File: config.mk
export PLATFORM = sky130hd
export DESIGN_NAME = regfile_multiport
export DESIGN_NICKNAME = d
export VERILOG_FILES = /design/src/rtl/regfile_multiport.sv
export SDC_FILE = /design/constraint.sdc
export NUM_CORES = 1
export LEC_CHECK = 0
export ABC_AREA = 1
export BUFFER_PORTS_ARGS = -buffer_cell sky130_fd_sc_hd__buf_2
export CORE_ASPECT_RATIO = 0.75
export CORE_MARGIN = 2
export CORE_UTILIZATION = 40
export DETAILED_ROUTE_END_ITERATION = 12
export PLACE_DENSITY = 0.56
export SLEW_MARGIN = 20
export SYNTH_ARGS = -nofsm -noshare
export SYNTH_HDL_FRONTEND = slang
export SYNTH_SLANG_ARGS = --single-unit
File: constraint.sdc
create_clock -name clk -period 5.4 [get_ports clk]
set_clock_uncertainty 0.15 [all_clocks]
set_input_delay 0.54 -clock clk [delete_from_list [all_inputs] [get_ports clk]]
set_output_delay 0.54 -clock clk [all_outputs]
set_load 0.1 [all_outputs]
File: src/rtl/regfile_multiport.sv
// Multi-port CPU register file for the PDP-11 core.
// Two combinational read ports and three write sources per cycle:
// port W (word or sign-extended byte), the autoinc/autodec update port,
// and the PC advance. When sources collide on one register, the
// higher-priority source wins outright: W, then UPD, then PC_INC.
module regfile_multiport #(
  parameter int WIDTH    = 16,
  parameter int NREGS    = 8,
  parameter int SELW     = 3,
  parameter int PC_IDX   = 7,
  parameter int SP_IDX   = 6,
  parameter int PC_STEP  = 2,
  parameter int RESET_PC = 0,
  parameter int BYPASS   = 0
) (
  input  logic             clk,
  input  logic             reset_n,
  input  logic [SELW-1:0]  sela,
  input  logic [SELW-1:0]  selb,
  output logic [WIDTH-1:0] a,
  output logic [WIDTH-1:0] b,
  input  logic             we,
  input  logic [SELW-1:0]  selw,
  input  logic             byte_w,
  input  logic [WIDTH-1:0] w,
  input  logic             upd,
  input  logic [SELW-1:0]  selu,
  input  logic [2:0]       delta,
  input  logic             pc_inc,
  output logic [WIDTH-1:0] pc,
  output logic             odd_pc
);

  // Elaboration-time sanity checks on the parameter set.
  if (WIDTH < 9) begin : g_bad_width
    $error("regfile_multiport: WIDTH must be at least 9");
  end
  if (NREGS < 8 || NREGS != (1 << SELW)) begin : g_bad_nregs
    $error("regfile_multiport: NREGS must be 2**SELW and at least 8");
  end
  if (PC_IDX >= NREGS || SP_IDX >= NREGS || SP_IDX == PC_IDX) begin : g_bad_idx
    $error("regfile_multiport: PC_IDX/SP_IDX out of range or equal");
  end

  logic [WIDTH-1:0] regs      [NREGS];
  logic [WIDTH-1:0] next_regs [NREGS];
  logic [WIDTH-1:0] w_data;
  logic [WIDTH-1:0] delta_ext;
  logic [WIDTH-1:0] pc_step_ext;
  logic             pc_commit;

  // Port-W data: a byte write (MOVB to register) sign-extends the low byte.
  assign w_data      = byte_w ? {{(WIDTH-8){w[7]}}, w[7:0]} : w;
  assign delta_ext   = {{(WIDTH-3){delta[2]}}, delta};
  assign pc_step_ext = WIDTH'(PC_STEP);

  // PC counts as committed whenever any source targets it this cycle.
  assign pc_commit = (we  && selw == SELW'(PC_IDX)) ||
                     (upd && selu == SELW'(PC_IDX)) ||
                     pc_inc;

  // Per-register next value, resolving collisions by fixed priority.
  always_comb begin
    next_regs = regs;
    for (int i = 0; i < NREGS; i++) begin
      if (we && selw == SELW'(i)) begin
        next_regs[i] = w_data;
      end else if (upd && selu == SELW'(i)) begin
        next_regs[i] = regs[i] + delta_ext;
      end else if (pc_inc && i == PC_IDX) begin
        next_regs[i] = regs[i] + pc_step_ext;
      end
    end
  end

  // Register array write-back; PC comes out of reset at RESET_PC.
  always_ff @(posedge clk or negedge reset_n) begin
    if (!reset_n) begin
      for (int i = 0; i < NREGS; i++) begin
        regs[i] <= (i == PC_IDX) ? WIDTH'(RESET_PC) : '0;
      end
    end else begin
      for (int i = 0; i < NREGS; i++) begin
        regs[i] <= next_regs[i];
      end
    end
  end

  // Sticky odd-PC flag for the bus unit's trap logic.
  always_ff @(posedge clk or negedge reset_n) begin
    if (!reset_n) begin
      odd_pc <= 1'b0;
    end else if (pc_commit && next_regs[PC_IDX][0]) begin
      odd_pc <= 1'b1;
    end
  end

  // Read ports; optional forwarding of port-W data only.
  always_comb begin
    a = regs[sela];
    b = regs[selb];
    if (BYPASS != 0 && we && selw == sela) a = w_data;
    if (BYPASS != 0 && we && selw == selb) b = w_data;
  end

  assign pc = regs[PC_IDX];

endmodule

==> flow_metrics.py <==
metrics = {
    "outcome": {
        "status": "complete, no violations",
    },
    "clock_network": {
        "cts_buffer_depth": 2,
        "cts_max_level": 4,
        "ctsHoldBuffers": 0,
        "path_clk_slew_ns": 0.06,
        "cts_tree": "built",
        "clock_sinks": 129,
        "cts_setup_buffers": 0,
        "ctsResizeCount": 0,
        "cts-root-buf": "clkbuf_16",
        "clk_latency_ns": 0.48,
        "cts_inserted_buffers": 17,
    },
    "timing": {
        "slew_viol_final": 0,
        "max_freq_mhz": 282,
        "rsz0062_at_grt": "no",
        "layout_setup_ws_ns": 1.85,
        "finalCritPeriodShare_pct": 65.7,
        "setup_viol": 0,
        "min_period_ns": 3.55,
        "worstMarginPinSlew_ns": 1.06,
        "timing.final.hold_violations": 0,
        "slew_headroom_pct": 29.5,
        "tns_ns": 0,
    },
    "critical_path": {
        "cp.arrival_ns": 2.86,
        "cpPeakStageDelay_ns": 0.56,
        "cp_common_cell": "buf_2",
        "worst_path_max_delay_cell": "buf_2",
        "regToRegSetupSlack_ns": 2.97,
        "cp-start-kind": "primary input",
        "critPathKind": "in -> out",
        "critical_path.cell_chain": "buf_2, inv_2, a21oi_1, o21ai_0, nand2_1, nor2_1, a31oi_1, buf_2",
        "cp.required_ns": 4.71,
        "crit_path_end_kind": "output pin",
        "critPathMaxFanout": 37,
    },
    "place": {
        "place_area_sq_mm": 0.0153,
        "dp_hpwl_um": 44600,
        "gp_congestion": 0.963,
        "portBuffers": 85,
        "post-place-ws_ns": 1.94,
    },
    "final_layout": {
        "nFillCells": 3783,
        "multi_input_area_sq_mm": 0.00995,
        "nets": 2447,
        "seqCellArea_sq_mm": 0.00323,
        "fin_area_sq_mm": 0.0158,
        "drive_above_1_share_pct": 8.89,
        "area_growth_pct": 8.65,
        "fin_util_pct": 44.1,
    },
    "floorplan": {
        "row_count": 60,
        "die_h_um": 169,
        "io_pins": 86,
        "core_sq_mm": 0.0359,
        "dieArea_sq_mm": 0.0380,
        "die_x_um": 224,
        "initial_core_util_pct": 40.6,
    },
    "routing": {
        "post_drt_via_cell_ratio": 5.88,
        "final_antenna_net_count": 0,
        "drc_errors": 0,
        "vias": 16200,
        "firstDrtPassIters": 6,
        "wire_per_inst_um": 21.5,
        "drtIter0Drc": 2297,
        "wl_um": 59400,
    },
    "global_routing": {
        "antenna_found_initial": 2,
        "grt_pass1_vias": 14500,
        "grt-ovfl-total": 0,
        "grt_pass1_wl_um": 89800,
        "grt_usage_pct": 31.4,
        "grt_start_max_net_pins": 96,
    },
    "yosys": {
        "syn_nets": 2415,
        "syn_avg_cell_area_sq_um": 6.48,
        "synth_cells": 2249,
        "synth-seq-cells": 129,
        "synth.distinct_cells": 43,
        "yosysWarningCount": 0,
        "synth_area_sq_mm": 0.0146,
        "yosysSeqAreaShare_pct": 22.2,
    },
    "power_and_ir_drop": {
        "p_leak_nw": 7.80,
        "p_total_mw": 7.73,
        "ir_drop_v": 0.000327,
        "power_density_mw_per_mm2": 488,
    },
    "run": {
        "maxCapViolations": 0,
    },
    "hold_path": {
        "hold_class": "in -> async",
    },
}
worst paths after layout:
kind,from,end,depth (start not counted)
setup / recovery,sela[1],a[11],8
hold / removal,reset_n,regs[42],1
setup reg to reg,pc[0],pc[8],10
hold reg to reg,odd_pc,odd_pc,1
max in group asynchronous,reset_n,regs[48],2
min in group clk,w[4],pc[4],3
sequential cells by signal, summed over array words and instances (netlist names):
register / flops
regs: 112
pc: 16
odd_pc: 1
layer usage:
metal	wire length, um	global-route usage (%)
met5	9	0
met4	1830	10.6
met3	5540	5.26
met2	24400	45.8
met1	27600	46.5
worst max-delay path: cells and delay by family:
kind,cells,cell delay (ns)
buffers and inverters,3,1.52
and+or+nand+nor,2,0.13
AOI/OAI and AO/OA,3,0.65
Yosys cell counts, drive strengths merged:
library cell,number,area [sq um]
a21boi,1,7.51
a21o,14,105
a21oi,234,1170
a221oi,4,35.0
a22oi,5,37.5
a31oi,35,219
and2,1,6.26
buf,60,344
clkbuf,24,90.1
dfrtp,129,3230
fa,8,160
ha,121,1510
inv,258,971
nand2,568,2140
nand3,162,816
nand3b,8,60.1
nand4,9,56.3
nor2,189,900
nor3,16,95.1
nor4,1,6.26
o211ai,29,218
o21ai,198,991
o21bai,49,368
o221ai,37,324
o22ai,20,125
o31ai,2,20.0
or2,10,62.6
xnor2,48,420
xor2,9,78.8
logic make-up after synthesis:
kind of cell	share of synthesized area, %
simple gates	28.4
compound gates	24.9
buf+inv	9.64
fa+ha+maj	11.5
flops	22.2
xor+xnor	3.43
cells in the final DEF, fill, tap and decap left out, types with 3 or more instances in the layout:
cell type and instances:
nand2_1 567, a21oi_1 230, inv_1 227, o21ai_0 185
nor2_1 163, nand3_1 161, dfrtp_1 129, ha_1 121
buf_2 83, o21bai_1 49, xnor2_1 48, o221ai_1 37
a31oi_1 35, inv_2 29, o211ai_1 29, o22ai_1 20
clkbuf_16 17, nor2_4 14, a21o_1 14, o21ai_1 13
nor3_1 13, buf_4 12, or2_2 10, xor2_1 9
nand4_1 9, nor2_2 8, nand3b_1 8, fa_1 8
a22oi_1 5, clkinvlp_4 5, a221oi_1 4, nor2_8 4
a21oi_2 4, nor3_2 3, clkinv_4 3
area by class of cell:
class	count	share of cell area, %
Antenna cell	1	0.0158
Clock buffer	18	2.71
Clock inverter	14	0.838
Inverter	258	6.13
Multi-Input combinational cell	1778	62.8
Sequential cell	129	20.4
Tap cell	465	3.67
Timing Repair Buffer	97	3.39
where the power goes:
group,internal (mW),switching (mW)
logic,1.48,3.20
clock network,0.636,0.530
registers,1.29,0.594
per-stage QoR:
| step | cells | hold WS, ns |
|---|---|---|
| after floorplan | 2249 | 0.0944 |
| after global placement | 2727 | 0.348 |
| after detailed placement | 2727 | 0.352 |
| after CTS | 2759 | 0.0862 |
| after global routing | 2760 | 0.123 |
| final | 2760 | 0.0310 |
No activity file was read; power rests on OpenSTA's default activity.
